[src/rtl/div_sequencer.sv]
// Sequencer for the shared 16-by-8 restoring divider. It produces one quotient bit per clock.
// Divide-by-zero and 8-bit quotient overflow are screened in CHECK, so invalid operations end early.
module div_sequencer (
  input  logic        clk,
  input  logic        reset,
  input  logic        start,
  input  logic [15:0] Dividend,
  input  logic [7:0]  Divisor,
  output logic [15:0] Remainder,
  output logic [15:0] RegDivisorOut,
  output logic [7:0]  Quotient,
  output logic        doneflag,
  output logic        busy,
  output logic        divzero,
  output logic        overflow
);

  // state | meaning
  // IDLE  | waiting for start; results held
  // CHECK | screen divide-by-zero and quotient overflow
  // ITER  | one restoring step per clock, 8 clocks
  // DONE  | raise doneflag, return to IDLE
  typedef enum logic [1:0] {IDLE, CHECK, ITER, DONE} state_t;

  state_t     state, state_nxt;
  logic [7:0] div_latched;
  logic [2:0] count;
  logic       bad_op;

  // The quotient fits in 8 bits only when the dividend's upper byte is below the divisor.
  assign bad_op = (div_latched == 8'd0) || (Remainder[15:8] >= div_latched);

  always_comb begin
    state_nxt = state;
    case (state)
      IDLE:    if (start) state_nxt = CHECK;
      CHECK:   state_nxt = bad_op ? DONE : ITER;
      ITER:    if (count == 3'd7) state_nxt = DONE;
      DONE:    state_nxt = IDLE;
      default: state_nxt = IDLE;
    endcase
  end

  always_ff @(posedge clk or posedge reset) begin
    if (reset) begin
      state         <= IDLE;
      Remainder     <= 16'd0;
      RegDivisorOut <= 16'd0;
      Quotient      <= 8'd0;
      div_latched   <= 8'd0;
      count         <= 3'd0;
      doneflag      <= 1'b0;
      busy          <= 1'b0;
      divzero       <= 1'b0;
      overflow      <= 1'b0;
    end else begin
      state <= state_nxt;
      busy  <= (state_nxt == CHECK) || (state_nxt == ITER);
      case (state)
        IDLE: begin
          if (start) begin
            Remainder     <= Dividend;
            RegDivisorOut <= {1'b0, Divisor, 7'b0};
            div_latched   <= Divisor;
            Quotient      <= 8'd0;
            count         <= 3'd0;
            doneflag      <= 1'b0;
            divzero       <= 1'b0;
            overflow      <= 1'b0;
          end
        end
        CHECK: begin
          if (div_latched == 8'd0) begin
            divzero  <= 1'b1;
            Quotient <= 8'hFF;
          end else if (Remainder[15:8] >= div_latched) begin
            overflow <= 1'b1;
            Quotient <= 8'hFF;
          end
        end
        ITER: begin
          if (Remainder >= RegDivisorOut) begin
            Remainder <= Remainder - RegDivisorOut;
            Quotient  <= {Quotient[6:0], 1'b1};
          end else begin
            Quotient  <= {Quotient[6:0], 1'b0};
          end
          RegDivisorOut <= {1'b0, RegDivisorOut[15:1]};
          count         <= count + 3'd1;
        end
        DONE: doneflag <= 1'b1;
        default: ;
      endcase
    end
  end

endmodule

[config.mk]
export PLATFORM = sky130hd
export DESIGN_NAME = div_sequencer
export DESIGN_NICKNAME = d
export VERILOG_FILES = /design/src/rtl/div_sequencer.sv
export SDC_FILE = /design/constraint.sdc
export NUM_CORES = 1
export LEC_CHECK = 0
export ABC_CLOCK_PERIOD_IN_PS = 3400
export CORE_UTILIZATION = 32
export DETAILED_ROUTE_END_ITERATION = 8
export PLACE_DENSITY = 0.57
export SLEW_MARGIN = 15
export SYNTH_ARGS = -nofsm -noshare
export SYNTH_HDL_FRONTEND = slang
export SYNTH_SLANG_ARGS = --single-unit
[constraint.sdc]
create_clock -name clk -period 3.4 [get_ports clk]
set_input_delay 0.68 -clock clk [delete_from_list [all_inputs] [get_ports clk]]
set_output_delay 0.68 -clock clk [all_outputs]
set_load 0.05 [all_outputs]
Word-level counts from Yosys, hierarchy flattened:

Cells that the tools add are included.

* bits in registers: 57
* input port bits: 27
* output and inout bits: 44
* word-level logic and storage cells: 64

* add/subtract/negate cells: 2
* $lt $le $gt $ge: 2
* equal/unequal tests: 12
* multiplexer cells: 23
* reduce and logical (&&, ||, !) cells: 15

Operator list (count)
* $pmux 16 s2: 2
* $mux 16: 3
* $mux 8: 3
* $pmux 8 s3: 1
* $ge 16x16->1: 1
* $sub 16x16->16: 1
* $ne 2x2->1 const B: 5
* $reduce_and 3->1: 3
* $ge 8x8->1: 1
* $logic_not 8->1: 1
* $pmux 2 s4: 1
* $eq 2x2->1 const B: 3
* $mux 1: 6
* $pmux 1 s2: 3
* $pmux 3 s2: 1
* $reduce_and 2->1: 3
* $reduce_bool 2->1: 3
* $eq 2x1->1 const B: 2
* $mux 2: 2
* $reduce_and 4->1: 1
* $add 3x1->3 const B: 1
* $eq 3x3->1 const B: 1
* $mux 3: 1
* $ne 3x3->1 const B: 1
* 3 further kinds: 4

Depth between registers and ports, before layout:

Gate-level depths: netlist of the first run.

* word-level depth: 6
* depth in mapped cells: 11
* mapped depth without buffers: 10

Least setup slack after synthesis of the first run:

OpenSTA, ideal clock, no wires.

* kind: reg-to-reg
* from: register RegDivisorOut[0]
* to: register Quotient[0]
* setup time: 0.124 ns
* arrival time: 2.587 ns
* required time: 3.276 ns
* path slack: 0.690 ns
* stages on the path, launching flop included: 10
* buffers on the path: 0
* clock period less this slack: 2.710 ns
* cells stage by stage: dfrtp_1 ha_1 inv_1 fa_1 a211oi_4 o21ai_2 a221oi_4 and3b_1 o22ai_1 a211o_1

* word-level cells in the longest chain between the ends: 3

Ends and longest elaborated chain
* start, declared: RTL line 10 `output logic [15:0] RegDivisorOut,`
* start signal, assigned: RTL line 63 `RegDivisorOut <= {1'b0, Divisor, 7'b0};`
* start signal, assigned: RTL line 88 `RegDivisorOut <= {1'b0, RegDivisorOut[15:1]};`
* $ge 16x16->1: RTL line 82 `if (Remainder >= RegDivisorOut) begin`
* $mux 1: RTL line 82
* $pmux 8 s3: RTL line 59 `case (state)`
* end signal, assigned: RTL line 84 `Quotient <= {Quotient[6:0], 1'b1};`
* end signal, assigned: RTL line 86 `Quotient <= {Quotient[6:0], 1'b0};`
* end, declared: RTL line 11 `output logic [7:0] Quotient,`

No other way between the ends.
A chain may end at the register's enable or synchronous reset.

Worst setup path after layout of the first run:

* from: register Remainder[0]
* to: register Remainder[5]

* word-level cells in the longest chain between the ends: 3
* elaborated cells on any way between the ends: 6
* those cells by class: 1 x add/sub; 1 x order compare; 1 x eq/ne; 2 x mux; 1 x reduce/logical

Ends and longest elaborated chain
* start, declared: RTL line 9 `output logic [15:0] Remainder,`
* start signal, assigned: RTL line 62 `Remainder <= Dividend;`
* start signal, assigned: RTL line 83 `Remainder <= Remainder - RegDivisorOut;`
* $sub 16x16->16 / $ge 16x16->1 (equally long branches): RTL line 83, 82
* $mux 16 / $ne 2x2->1 (equally long branches)
* $pmux 16 s2 / $reduce_and 3->1 (equally long branches)

Several ways; a longest one is shown, not always the timed one. The select of a mux whose other input is x is not followed.

==> results.txt, run 1 <==
Status: finished with violations
Failing checks: design-rule violations
Initial core utilization: 33.0%
Hold WC Path Type: reg2reg
Clk sink count: 56
Hold Slack: 494 ps
Endpoints failing hold: 0
Die height: 111 microns
Antenna cells: 0
Multi-input logic area: 2200 sq um
IO buf count: 69
Core Footprint: 11500 sq um
Most common cell after layout, fill and taps aside: clkdlybuf4s50_1
Prevailing post-synth register cell: dfrtp_1
Slew Viols, Final: 0
Worst-path clk slew: 70 ps
Initial antenna violation count: 0
Crit Path Class: reg2reg
Worst skew pair latency: 300 ps
# DRC: 2
Gr ovfl total: 0
Post_cts resized: 0
Global-route wire length before repair: 17100 microns
Finished Layout Cells: 622
Routed WL: 10100 microns
Overall Global Routing Usage: 17.5%
Most frequent cells in the layout: clkdlybuf4s50_1, dfrtp_1, nor2_1
FF/Latch Area: 1400 sq um
H-tree level count: 2
Fraction of layout cells with a size suffix above 1: 8.98%
Clock Skews: 7.60 ps
Post-synthesis sequential area ratio: 36.9%
Async S/R FF share, synth: 100%
Post-CTS setup buffers: 0
Synth Register Bits: 56
Hold_buf cts: 0
Final min period: 2810 ps
Slew at the pin closest to its max-slew limit: 616 ps
Max_slew headroom: 59.0%
Mapped cell area: 3800 sq um
Post-synth net total: 470
Cts bufs inserted: 5
Placed Cells incl. Taps: 614
Boundary Pins: 71
RePlAce Congestion: 0.850
Die width: 111 microns
P&R area growth vs syn: 25.7%
CP required: 3580 ps
CP endpoint kind: flop
Vias per cell: 5.20
CTS tree: yes
Count of cell types in the netlist: 56
Vias in the first global route: 3304
Yosys Warn Count: 0
Flop-to-flop setup slack: 590 ps
Site row count: 39
Setup Total Neg Slack: 0 ps
Remaining antenna violation count after routing: 0
Mean post-synth cell area: 9.20 sq um
# Max-Cap Violations: 0
Fmax: 355 MHz
Largest net degree at the start of global routing: 38
Setup-failing EPs final: 0
Layout Nets: 535
Fillers: 1140
Via count: 3233
Die footprint: 12300 sq um
Worst-path fanout max: 17
TritonRoute pass-1 iters: 6
Clock Tree Buf Depth: 2
Final critical-path share of the clock period: 82.8%
Critical path startpoint category: flop
Detailed placement HPWL: 7760 microns
Post-synth EDFFs: 0
Arrival time at the worst endpoint: 3000 ps
Cells after Synth: 413
1st-iter DRT viols: 201
RSZ-0062 raised after global routing: false
CTS root buffer: clkbuf_16
Drt wl/cell: 16.3 microns
[stage by stage]
| step | util [%] | area [sq um] | setup slack [ps] |
|---|---|---|---|
| floorplan | - | 3800 | 690 |
| global placement | 40.2 | 4630 | 720 |
| detailed placement | 40.2 | 4630 | 600 |
| CTS | 41.5 | 4770 | 576 |
| global route | 41.5 | 4770 | 407 |
| finish | 41.5 | 4770 | 585 |
[final timing paths]
kind                                          startpoint                            to  cells past startpoint
min in group asynchronous                          reset  RegDivisorOut[7]$_DFFE_PP0P_                      2
max in group asynchronous                          reset     Remainder[14]$_DFFE_PP0P_                      3
worst max register to register  Remainder[0]$_DFFE_PP0P_      Remainder[5]$_DFFE_PP0P_                     11
worst min-delay path             Quotient[7]$_DFFE_PP0P_       Quotient[7]$_DFFE_PP0P_                      1
worst max-delay path            Remainder[0]$_DFFE_PP0P_      Remainder[5]$_DFFE_PP0P_                     11
worst min register to register   Quotient[7]$_DFFE_PP0P_       Quotient[7]$_DFFE_PP0P_                      1
[sequential cells by signal, indices dropped and copies added (netlist names)]
register / count
doneflag: 1
Quotient: 8
count: 3
RegDivisorOut: 15
overflow: 1
busy: 1
divzero: 1
Remainder: 16
div_latched: 8
state: 2
[synthesized netlist by cell type (6+ instances only)]
library cell / count / area [sq um]
o21ai_0: 19 / 95.1
mux2_2: 12 / 135
clkbuf_1: 9 / 33.8
mux2_1: 9 / 101
ha_1: 29 / 363
o21ai_1: 6 / 30.0
inv_1: 31 / 116
nor2b_1: 9 / 56.3
xnor2_1: 7 / 61.3
nand3_1: 7 / 35.0
a21oi_2: 10 / 87.6
nand2_1: 34 / 128
dfrtp_1: 56 / 1400
nor2_1: 44 / 165
a22o_1: 10 / 87.6
mux2i_1: 14 / 140
nand2b_1: 9 / 56.3
a21oi_1: 37 / 185
[layout make-up]
cell class,count,area share [%]
Timing Repair Buffer,75,15.4
Tap cell,143,3.75
Inverter,31,2.44
Clock buffer,8,3.07
Multi-Input combinational cell,309,46.0
Sequential cell,56,29.4
[metal layers]
metal	wire (microns)	vias up	part of all wire [%]	GRT usage, %
met1	4760	1576	47	23.1
met4	115	0	1.1	4.47
li1	-	1588	-	-
met3	365	7	3.6	3.01
met5	0	-	0	0
met2	4890	62	48	29.7
[logic make-up (layout without fill, tap and decap cells)]
logic type / after synthesis / in the layout / share of synthesized area, %
AO/OA/AOI/OAI: 112 / 112 / 20.1
XOR/XNOR: 8 / 8 / 1.84
adder cells (fa/ha/maj): 30 / 30 / 10.1
buffers and inverters: 48 / 114 / 5.40
flip-flops: 56 / 56 / 36.9
multiplexers: 35 / 35 / 9.91
other: 1 / 1 / 0.0987
AND/OR/NAND/NOR: 123 / 123 / 15.6
[critical path, cell delays in order (launching register included)]
cell and delay (ps):
dfrtp_1 400, inv_1 60, ha_1 160, inv_1 60, fa_1 460, a211oi_4 340
o21ai_2 130, a221oi_4 320, a31oi_4 310, buf_4 280, nor2_1 140, a21oi_2 40
Power of run 1 is not shown: default switching activity piles up to over one toggle a cycle in this logic, so the estimate is an artifact.
==> inputs of run 2 (changes only) <==
Settings changed: ABC_CLOCK_PERIOD_IN_PS 3400 to 2600.
Clock period 3.4 ns to 2.6 ns, I/O delays scaled along.
==> run 2 against run 1 <==
Highest routed layer unchanged. Fmax up 13%. Register-to-register slack got worse by 470 ps. The flow still finishes with violations (design-rule violations). Count of clock-buffer cells in the layout is the same. Cell area grew 4.6%. Via count rose by 2.8%. Utilization increased by 1.9 points. Setup slack worse by 470 ps.
==> results.txt, run 2 (synthesis results as in run 1) <==
Max_slew headroom: 45.1%
CTS root buffer: clkbuf_16
Largest Register: Remainder
Final min period: 2480 ps
1st-iter DRT viols: 151
Site row count: 39
Critical path startpoint category: flop
Via count: 3325
Core Footprint: 11500 sq um
Die footprint: 12300 sq um
Gr ovfl total: 0
Most frequent cells in the layout: clkdlybuf4s50_1, dfrtp_1, nor2_1
Placement Cell Area: 4760 sq um
Status: finished with violations
CP required: 2790 ps
# Max-Cap Violations: 0
Post-route design area: 5000 sq um
Clock Skews: 9.44 ps
Antenna cells: 0
Most common cell after layout, fill and taps aside: clkdlybuf4s50_1
Largest net degree at the start of global routing: 40
CP Cell Sequence: inv_1 -> ha_2 -> inv_1 -> fa_2 -> a211oi_4 -> o21ai_2 -> a221oi_4 -> and3b_2 -> buf_4 -> o32ai_1 -> a21o_1
Initial core utilization: 33.0%
Slew at the pin closest to its max-slew limit: 820 ps
Die width: 111 microns
Worst skew pair latency: 300 ps
Worst-path clk slew: 80 ps
Fraction of layout cells with a size suffix above 1: 14.9%
TritonRoute pass-1 iters: 6
Vias per cell: 5.16
Routed WL: 10300 microns
Failing checks: design-rule violations
Most used cell, CP: inv_1
Remaining antenna violation count after routing: 0
Worst-path fanout max: 4
Max reg flops: 16
Final Util: 43.4%
Clk sink count: 56
Final critical-path share of the clock period: 95.5%
Crit Path Class: reg2reg
Overall Global Routing Usage: 16.7%
Biggest regs: Remainder (16), RegDivisorOut (15)
Slew Viols, Final: 0
Hold Slack: 499 ps
IO buf count: 69
Arrival time at the worst endpoint: 2670 ps
H-tree level count: 2
Cts bufs inserted: 5
Vias in the first global route: 3345
CP endpoint kind: flop
Global-route wire length before repair: 16500 microns
Endpoints failing hold: 0
CTS tree: yes
P&R area growth vs syn: 31.5%
Layout Nets: 558
Slowest cell on the critical path: dfrtp_2
RePlAce Congestion: 0.846
RSZ-0062 raised after global routing: false
# DRC: 4
Hold_buf cts: 0
Clock Tree Buf Depth: 2
Detailed placement HPWL: 7810 microns
Initial antenna violation count: 0
Setup-failing EPs final: 0
Setup Total Neg Slack: 0 ps
Die height: 111 microns
Hold WC Path Type: reg2reg
CP max stage delay: 420 ps
Boundary Pins: 71
Drt wl/cell: 16.0 microns
Fmax: 403 MHz
-- run 2: cell count changes in the layout (fill, tap and decap cells not counted), sizes merged --
cell   previous run  this run
buf               6        28
a31oi             5         6
-- run 2: worst max-delay path: cells and delay by family (launching register included) --
kind                       cells  cell delay (ps)
adders and majority gates      2              520
buffers and inverters          3              220
DFF                            1              420
AOI/OAI and AO/OA              5              950
and+or+nand+nor                1              250
-- run 2: area by class of cell --
| class | instances | area [sq um] |
|---|---|---|
| Fill cell | 1132 | 6520 |
| Multi-Input combinational cell | 310 | 2220 |
| Sequential cell | 56 | 1410 |
| Timing Repair Buffer | 97 | 918 |
| Tap cell | 143 | 179 |
| Clock buffer | 8 | 156 |
| Inverter | 31 | 116 |
-- run 2: metal layers --
| metal | vias to the layer above | GRT usage [%] | share of wire (%) | wire [microns] |
|---|---|---|---|---|
| met1 | 1600 | 22.1 | 48 | 4910 |
| met4 | 0 | 5.30 | 1.2 | 124 |
| met2 | 76 | 28.3 | 48 | 4960 |
| li1 | 1639 | - | - | - |
| met5 | - | 0 | 0 | 0 |
| met3 | 10 | 2.08 | 3.3 | 337 |
-- run 2: final timing paths --
path                                     startpoint                      endpoint  slack, ps  cells after the start
setup reg to reg           Remainder[0]$_DFFE_PP0P_     Remainder[13]$_DFFE_PP0P_        120                     11
min in group asynchronous                     reset  RegDivisorOut[6]$_DFFE_PP0P_        530                      2
setup / recovery           Remainder[0]$_DFFE_PP0P_     Remainder[13]$_DFFE_PP0P_        120                     11
max in group asynchronous                     reset            state[0]$_DFF_PP0_       1500                      3
hold reg to reg                overflow$_DFFE_PP0P_          overflow$_DFFE_PP0P_        500                      1
hold / removal                 overflow$_DFFE_PP0P_          overflow$_DFFE_PP0P_        500                      1
-- run 2: per-stage QoR --
stage                     instances  setup WS [ps]
after floorplan                 413           24.4
after global placement          630           69.6
after detailed placement        630           37.9
after CTS                       638           7.35
after global routing            645           13.5
final                           645            118
-- run 2: what timing repair did --
item / CTS / global route
setup endpoints to repair: 0 / 14
buffers inserted: 0 / 5
gates resized for setup: 0 / 7
Power of run 2 is left out for the same reason.
==> inputs of run 3 (changes only) <==
Settings changed: ABC_CLOCK_PERIOD_IN_PS 2600 to 2900.
Clock period 2.6 ns to 2.9 ns, I/O delays scaled along.
==> run 3 against run 2 <==
The run still ends with design-rule violations left. Fmax is 4.8% lower. Clock skew is 5.4 ps lower. Count of clock-buffer cells in the layout is 1 lower. Highest routed layer unchanged. Utilization is 1.7 points lower. Largest cell class unchanged.
==> results.txt, run 3 (synthesis results as in run 1) <==
Layout Nets: 538
TritonRoute pass-1 iters: 6
Boundary Pins: 71
Critical path startpoint category: flop
Hold_buf cts: 0
# Max-Cap Violations: 0
Detailed placement HPWL: 7620 microns
P&R area growth vs syn: 26.4%
Worst-path clk slew: 70 ps
Post_cts resized: 0
Site row count: 39
Core Footprint: 11500 sq um
Hold WC Path Type: reg2reg
Largest Register: Remainder
Initial antenna violation count: 0
Setup Total Neg Slack: 0 ps
Clock Tree Buf Depth: 2
Remaining antenna violation count after routing: 0
Status: finished with violations
Fraction of layout cells with a size suffix above 1: 9.77%
Wire length on met2: 4600 microns
Multi-input logic area: 2200 sq um
Overall Global Routing Usage: 16.9%
Via count: 3249
Vias in the first global route: 3251
Drt wl/cell: 15.8 microns
FF/Latch Area: 1400 sq um
Clock Skews: 4.00 ps
Failing checks: design-rule violations
H-tree level count: 2
Gr ovfl total: 0
Die footprint: 12300 sq um
Die height: 111 microns
Most frequent cells in the layout: clkdlybuf4s50_1, dfrtp_1, nor2_1
Vias per cell: 5.21
Biggest regs: Remainder (16), RegDivisorOut (15)
CP required: 3080 ps
Final critical-path share of the clock period: 89.9%
CP endpoint kind: flop
Clk sink count: 56
# DRC: 1
Die width: 111 microns
Crit Path Class: reg2reg
1st-iter DRT viols: 185
Fillers: 1150
CTS root buffer: clkbuf_16
Arrival time at the worst endpoint: 2790 ps
Antenna cells: 0
Met3 wire len: 336 microns
Max_slew headroom: 61.7%
RSZ-0062 raised after global routing: false
Max reg flops: 16
Post-CTS setup buffers: 0
Worst-path fanout max: 4
M1 wire length: 4790 microns
IO buf count: 69
Max layer used: met4
Most common cell after layout, fill and taps aside: clkdlybuf4s50_1
Fmax: 384 MHz
Setup-failing EPs final: 0
CTS tree: yes
Slew at the pin closest to its max-slew limit: 575 ps
Initial core utilization: 33.0%
Slew Viols, Final: 0
RePlAce Congestion: 0.851
Worst skew pair latency: 300 ps
Global-route wire length before repair: 16600 microns
Routed WL: 9880 microns
Final min period: 2610 ps
Largest net degree at the start of global routing: 38
Endpoints failing hold: 0
Cts bufs inserted: 5
[run 3: metrics by stage]
stage          utilization (%)  area (sq um)  cells  hold slack, ps  setup slack [ps]
2_1_floorplan                -          3800    413             470               190
3_3_place_gp              40.4          4650    617             476               364
3_5_place_dp              40.4          4650    617             481               305
4_1_cts                   41.7          4800    624             498               286
5_1_grt                   41.7          4800    624             517               146
6_report                  41.7          4800    624             493               293
[run 3: critical path, stage by stage, from the launching register on]
cell	delay, ps
dfrtp_1	400
inv_1	60
ha_1	150
inv_1	50
fa_1	440
a211oi_4	330
o21ai_2	130
a221oi_4	290
and3b_1	260
o22ai_1	100
a211o_1	280
[run 3: cell type report]
| class | instances | share of cell area, % |
|---|---|---|
| multi-input cells | 309 | 45.7 |
| flip-flops and latches | 56 | 29.2 |
| inverters | 31 | 2.42 |
| repair buffers | 78 | 15.8 |
| well taps | 143 | 3.72 |
| clock buffers | 7 | 3.18 |
[run 3: per-layer routing]
| metal | global-route usage (%) | up-vias |
|---|---|---|
| met2 | 27.3 | 71 |
| met5 | 0 | - |
| li1 | - | 1595 |
| met3 | 2.57 | 7 |
| met4 | 5.11 | 0 |
| met1 | 23.1 | 1576 |
[run 3: worst paths after layout]
kind / start / to / slack (ps) / depth (start not counted)
max: Remainder[0]$_DFFE_PP0P_ / Quotient[0]$_DFFE_PP0P_ / 290 / 10
min: Quotient[7]$_DFFE_PP0P_ / Quotient[7]$_DFFE_PP0P_ / 490 / 1
max reg2reg: Remainder[0]$_DFFE_PP0P_ / Quotient[0]$_DFFE_PP0P_ / 290 / 10
min reg2reg: Quotient[7]$_DFFE_PP0P_ / Quotient[7]$_DFFE_PP0P_ / 490 / 1
max in group asynchronous: reset / state[0]$_DFF_PP0_ / 1640 / 3
min in group asynchronous: reset / RegDivisorOut[4]$_DFFE_PP0P_ / 610 / 2
Power of run 3 is left out for the same reason.
